$ cat config.mk
export PLATFORM = sky130hd
export DESIGN_NAME = cpu_registers
export DESIGN_NICKNAME = d
export VERILOG_FILES = /design/src/rtl/cpu_registers.sv
export SDC_FILE = /design/constraint.sdc
export NUM_CORES = 1
export LEC_CHECK = 0
export BUFFER_PORTS_ARGS = -buffer_cell sky130_fd_sc_hd__buf_2
export CAP_MARGIN = 20
export CELL_PAD_IN_SITES_DETAIL_PLACEMENT = 0
export CELL_PAD_IN_SITES_GLOBAL_PLACEMENT = 2
export CORE_ASPECT_RATIO = 0.9
export CORE_MARGIN = 5
export CORE_UTILIZATION = 29
export CTS_CLUSTER_SIZE = 14
export DETAILED_ROUTE_END_ITERATION = 8
export PLACE_DENSITY = 0.88
export SYNTH_ARGS = -nofsm -noshare
export SYNTH_HDL_FRONTEND = slang
export SYNTH_SLANG_ARGS = --single-unit
$ cat constraint.sdc
create_clock -name clk -period 3.07 [get_ports clk]
set_clock_uncertainty 0.15 [all_clocks]
set_input_delay 0.307 -clock clk [delete_from_list [all_inputs] [get_ports clk]]
set_output_delay 0.307 -clock clk [all_outputs]
set_load 0.1 [all_outputs]
$ cat src/rtl/cpu_registers.sv
// cpu_registers
// -------------
// Architectural register file of the 6502 core: A, X, Y, SP, PC and P.
// Values are latched on the rising clock edge under per-register enables and
// driven continuously to the rest of the core.
//
// Optional feature macro: CPU_REGS_STACK_OPS_EN
//   defined     -> sp_inc / sp_dec step the stack pointer (pull / push)
//   not defined -> sp_inc / sp_dec are ignored; SP changes only by sp_write
//                  or reset
//
// Ports:
//   clk                    single clock, rising edge
//   rst                    synchronous active-high reset
//   a_write/x_write/y_write  load data_in into A / X / Y
//   sp_write               load data_in into SP
//   p_write                load data_in into P (raw, all 8 bits)
//   pc_write               load addr_in into PC
//   pc_inc                 PC <= PC + 1 (lower priority than pc_write)
//   sp_inc / sp_dec        SP step up / down (lower priority than sp_write)
//   nz_update              P[7] <= data_in[7], P[1] <= (data_in == 0)
//   data_in [7:0]          write data for the 8-bit registers
//   addr_in [15:0]         write data for PC
//   reg_a/x/y/sp/p [7:0]   current register values
//   reg_pc [15:0]          current PC
//   stack_addr [15:0]      {8'h01, reg_sp}, combinational
module cpu_registers #(
  parameter logic [15:0] RESET_PC = 16'h0200,
  parameter logic [7:0]  RESET_SP = 8'hFF,
  parameter logic [7:0]  RESET_P  = 8'h20
) (
  input  logic        clk,
  input  logic        rst,
  input  logic        a_write,
  input  logic        x_write,
  input  logic        y_write,
  input  logic        sp_write,
  input  logic        p_write,
  input  logic        pc_write,
  input  logic        pc_inc,
  input  logic        sp_inc,
  input  logic        sp_dec,
  input  logic        nz_update,
  input  logic [7:0]  data_in,
  input  logic [15:0] addr_in,
  output logic [7:0]  reg_a,
  output logic [7:0]  reg_x,
  output logic [7:0]  reg_y,
  output logic [7:0]  reg_sp,
  output logic [7:0]  reg_p,
  output logic [15:0] reg_pc,
  output logic [15:0] stack_addr
);

  // Effective stack step requests. Asserting both inc and dec cancels out,
  // so each is qualified by the absence of the other.
  logic sp_step_up;
  logic sp_step_down;

`ifdef CPU_REGS_STACK_OPS_EN
  assign sp_step_up   = sp_inc & ~sp_dec;
  assign sp_step_down = sp_dec & ~sp_inc;
`else
  // Stack stepping disabled: the ports stay but are deliberately ignored.
  logic unused_stack_ops;
  assign unused_stack_ops = sp_inc ^ sp_dec;
  assign sp_step_up       = 1'b0;
  assign sp_step_down     = 1'b0;
`endif

  // Data registers: plain load enables, all sharing data_in.
  always_ff @(posedge clk) begin
    if (rst) begin
      reg_a <= 8'h00;
      reg_x <= 8'h00;
      reg_y <= 8'h00;
    end else begin
      if (a_write) reg_a <= data_in;
      if (x_write) reg_x <= data_in;
      if (y_write) reg_y <= data_in;
    end
  end

  // Program counter: an explicit load beats an increment; the increment
  // wraps naturally at 16 bits.
  always_ff @(posedge clk) begin
    if (rst) begin
      reg_pc <= RESET_PC;
    end else if (pc_write) begin
      reg_pc <= addr_in;
    end else if (pc_inc) begin
      reg_pc <= reg_pc + 16'd1;
    end
  end

  // Stack pointer: load beats stepping; stepping wraps within page 1.
  always_ff @(posedge clk) begin
    if (rst) begin
      reg_sp <= RESET_SP;
    end else if (sp_write) begin
      reg_sp <= data_in;
    end else if (sp_step_up) begin
      reg_sp <= reg_sp + 8'd1;
    end else if (sp_step_down) begin
      reg_sp <= reg_sp - 8'd1;
    end
  end

  // Status register is stored raw (bit 5 is not forced). An N/Z update only
  // touches bits 7 and 1 and loses to a full load.
  always_ff @(posedge clk) begin
    if (rst) begin
      reg_p <= RESET_P;
    end else if (p_write) begin
      reg_p <= data_in;
    end else if (nz_update) begin
      reg_p[7] <= data_in[7];
      reg_p[1] <= (data_in == 8'h00);
    end
  end

  // The 6502 stack lives in page 1.
  assign stack_addr = {8'h01, reg_sp};

endmodule

After elaboration in Yosys (flattened, before gate mapping). Index checks and enable logic that the tools add are counted.

Bits of input ports: 36. Bits in writable memories: 0. Word-level logic and storage cells: 17. Bits in registers: 56. Memories: 0. Bits in latches: 0. Output and inout port bits: 72. Memory bits (read-only): 0.

Bitwise gates (word level): 0. Mux-type cells: 6. Div/mod/pow operators: 0. Reduce and logical (&&, ||, !) cells: 3. Shifts and indexed selects: 0. Multiply operators: 0. Magnitude comparators: 0. Equal/unequal tests: 0. Add/subtract/negate cells: 1.

Operators with widths (number): $mux 16 (2); $add 16x1->16 const B (1); $logic_not 8->1 (1); $mux 1 (4); $reduce_bool 2->1 (2).

Longest topological paths before layout.
Word-level depth: 3. Depth in mapped cells: 5.

Least setup slack after synthesis. Ideal clock, no wire load.

Path kind: reg2reg. Start: register reg_pc[6]. End: register reg_pc[13]. Period minus slack after synthesis: 2.352 ns. Buffers on the path: 0. Slack: 0.718 ns. Arrival: 2.122 ns. Stages on the path, launching flop included: 5. Required time: 2.841 ns. Cells stage by stage: dfxtp_1 > nand4_1 > nor4_2 > xnor2_1 > a211oi_2.

Word-level cells in the longest chain between the ends: 3.

Ends and longest elaborated chain: start, declared (RTL line 51) `output logic [15:0] reg_pc,`; start signal, assigned (RTL line 90) `reg_pc <= addr_in;`; start signal, assigned (RTL line 92) `reg_pc <= reg_pc + 16'd1;`; $add 16x1->16 (RTL line 92); $mux 16 (RTL line 91) `end else if (pc_inc) begin`; $mux 16 (RTL line 89) `end else if (pc_write) begin`.

No other way between the ends. The select of a mux whose other input is x is not followed. A chain may end at the register's enable or synchronous reset.

Worst setup path after layout.
Start: register reg_pc[2]. End: output port reg_pc[2].

No word-level cell between the ends.

==> summary.txt <==
Logic synthesis
  – Top post-synthesis cells by count: 56 x dfxtp_1, 43 x nor2_1, 30 x mux2i_1, 16 x buf_4, 11 x clkbuf_1
  – Mean area per synthesized cell: 9.46 µm²
  – Synth area leaders: dfxtp_1 46%, mux2i_1 12%, nor2_1 6.6%
  – Most common flop cell mapped by yosys: dfxtp_1
  – Mapped Area: 2430 µm²
  – Seq/Total Area, Yosys: 0.461
  – Async S/R FF share, synth: 0
  – Yosys top cell area share: 0.461
  – Synth Register Bits: 56
  – Cell count after synthesis: 257
  – Warnings, synthesis: 0
  – Number of enable flip-flop cells after synthesis: 0
  – Cell with the most instances after synthesis: dfxtp_1
  – Unique masters post-synth: 35
  – Area leader, netlist: dfxtp_1

Setup path
  – Top delay family on crit path: flip-flops
  – Max incr delay on CP: 520 ps
  – R2R Setup Slk: 1330 ps
  – Critical Path RT: 2610 ps
  – Worst Path Max Fanout: 7
  – Worst Setup Start Kind: flip-flop
  – CP Launch Point: reg_pc[2]$_SDFFE_PP0P_
  – Worst R2R Path Depth: 5
  – Crit path kind: reg -> out
  – Reg2reg end: reg_pc[12]$_SDFFE_PP0P_
  – Critical Path AT: 1330 ps
  – Buffers & Inverters on Critical Path: 1
  – Setup crit end kind: output pin
  – Critical path, cell by cell: buf_2
  – RR Startpoint: reg_pc[0]$_SDFFE_PP0P_
  – CP max-delay cell: dfxtp_1

Worst hold path
  – Hold EP: reg_pc[0]$_SDFFE_PP0P_
  – Min-delay src: addr_in[0]
  – Min-delay worst type: in -> reg
  – Hold path depth: 3

Clock tree
  – Clock slew at reported path FFs: 110 ps
  – Setup Fix Bufs, Post-CTS: 0
  – Hold_buf cts: 0
  – Sink Count: 56
  – Total CTS buffers: 5
  – Clock Latency Late Sink: 310 ps
  – Root Driver: clkbuf_8
  – Post-CTS Resized: 0
  – Clock buffer depth: 2
  – CTS tree: yes
  – CTS H-tree lvls: 2

Timing
  – Slew margin rel.: 0.462
  – # setup viols final: 0
  – Tmin final: 1780 ps
  – Setup TNS: 0 ps
  – Pins Over Slew Limit: 0
  – Worst Max-Slew Pin Slew: 808 ps
  – Setup slack after layout: 1290 ps
  – Final Hold Vio Count: 0
  – Period utilization: 0.581
  – Final hold slack: 74.1 ps
  – RSZ-0062 raised after global routing: false
  – FMAX: 0.561 GHz

Finish
  – # diodes: 0
  – Post-route cell area: 2990 µm²
  – Area grow syn2layout: 22.9%
  – Final #Nets: 374
  – Fillcell total: 856
  – Fraction of layout cells with a size suffix above 1: 0.328

Detailed routing
  – First-pass iteration count of the detailed router: 4
  – DRC viols: 0
  – Vias per cell: 4.59
  – Vias after detailed routing: 2004
  – Initial DRC count: 76
  – Routed wire length: 6440 µm
  – Wire per inst: 14.7 µm
  – Remaining antenna violation count after routing: 0

GRT
  – Initial antenna violation count: 0
  – Grt ovf: 0
  – GR Util All Layers: 0.124
  – Largest net degree at the start of global routing: 43
  – First-pass GRT wire length: 10400 µm
  – Vias in the first global route: 2021

Pwr
  – Pwr dens: 629 nW/µm²
  – Maximum vdd drop: 0.264 mV
  – Total power draw: 0.00188 W
  – P_leak: 1.39 nW

Floorplanning
  – Chip Height: 96.9 µm
  – Initial Utilization: 0.300
  – Num ports: 108
  – Site row count: 31
  – Core area: 8110 µm²
  – Die X: 107 µm
  – Die area: 10300 µm²

Placed design
  – Gp weighted congestion: 0.704
  – Detailed-placement wirelength estimate: 4670 µm
  – Post-DP Area: 2890 µm²
  – Port Buffers: 97
  – Post-Place Worst Slack: 1260 ps

Status
  – Status: finished clean

Run
  – Max_cap viols: 0
-- how the worst max path moves through the flow --
stage,to,slack (ps),depth (start not counted)
5_1_grt,reg_pc[12]$_SDFFE_PP0P_,1140,5
3_5_place_dp,reg_pc[9]$_SDFFE_PP1P_,1260,4
3_3_place_gp,reg_pc[9]$_SDFFE_PP1P_,1260,4
4_1_cts,reg_pc[2],1270,1
2_1_floorplan,reg_pc[13]$_SDFFE_PP0P_,720,4
6_report,reg_pc[2],1290,1
-- cells in the final DEF, fill, tap and decap left out, types with 4 or more instances in the layout --
master,count
buf_2,97
dfxtp_1,56
nor2_1,43
mux2i_1,30
nand2_1,10
nor2b_1,9
a211o_1,9
xnor2_1,8
a211oi_1,8
conb_1,8
a21oi_1,7
nand4_1,5
nand3_1,5
clkbuf_8,5
nor3_1,4
xor2_1,4
-- through the flow --
stage | instances | utilization
2_1_floorplan | 263 | -
3_3_place_gp | 429 | 0.357
3_5_place_dp | 429 | 0.357
4_1_cts | 437 | 0.369
5_1_grt | 437 | 0.369
6_report | 437 | 0.369
-- state kept, by name, summed over array words and instances, names as in the netlist --
name and cells:
reg_pc 16, reg_a 8, reg_p 8, reg_sp 8, reg_x 8, reg_y 8
-- cells by family after synthesis --
kind of cell	Yosys count	synth area share
XOR/XNOR	12	0.0432
other	2	0.00309
AND/OR/NAND/NOR	90	0.189
multiplexers	30	0.123
flip-flops	56	0.461
AO/OA/AOI/OAI	32	0.0972
adder cells (fa/ha/maj)	1	0.00514
buffers and inverters	34	0.0777
-- layout make-up --
cell class	instances	area (µm²)	area share
clock buffers	5	68.8	0.0230
clock inverters	3	27.5	0.00921
inverters	3	11.3	0.00377
multi-input cells	173	1140	0.383
flip-flops and latches	56	1120	0.375
well taps	99	124	0.0414
repair buffers	98	493	0.165
-- metal layers --
metal	GRT usage	routed length, µm
met3	0.0593	640
met4	0.0324	34
met2	0.182	2830
met5	0	0
met1	0.163	2930
-- power breakdown --
group,total (W),internal (W),switching [W]
Combinational,0.000635,0.000101,0.000534
Clock,0.000437,0.000168,0.000268
Sequential,0.000809,0.000773,0.0000360
Total,0.00188,0.00104,0.000838
-- worst min-delay path, cell delays in order --
cell     delay (ps)
buf_2            90
nand2_1          50
a21oi_1          50
Note: power is estimated with default switching activity, not from simulation.
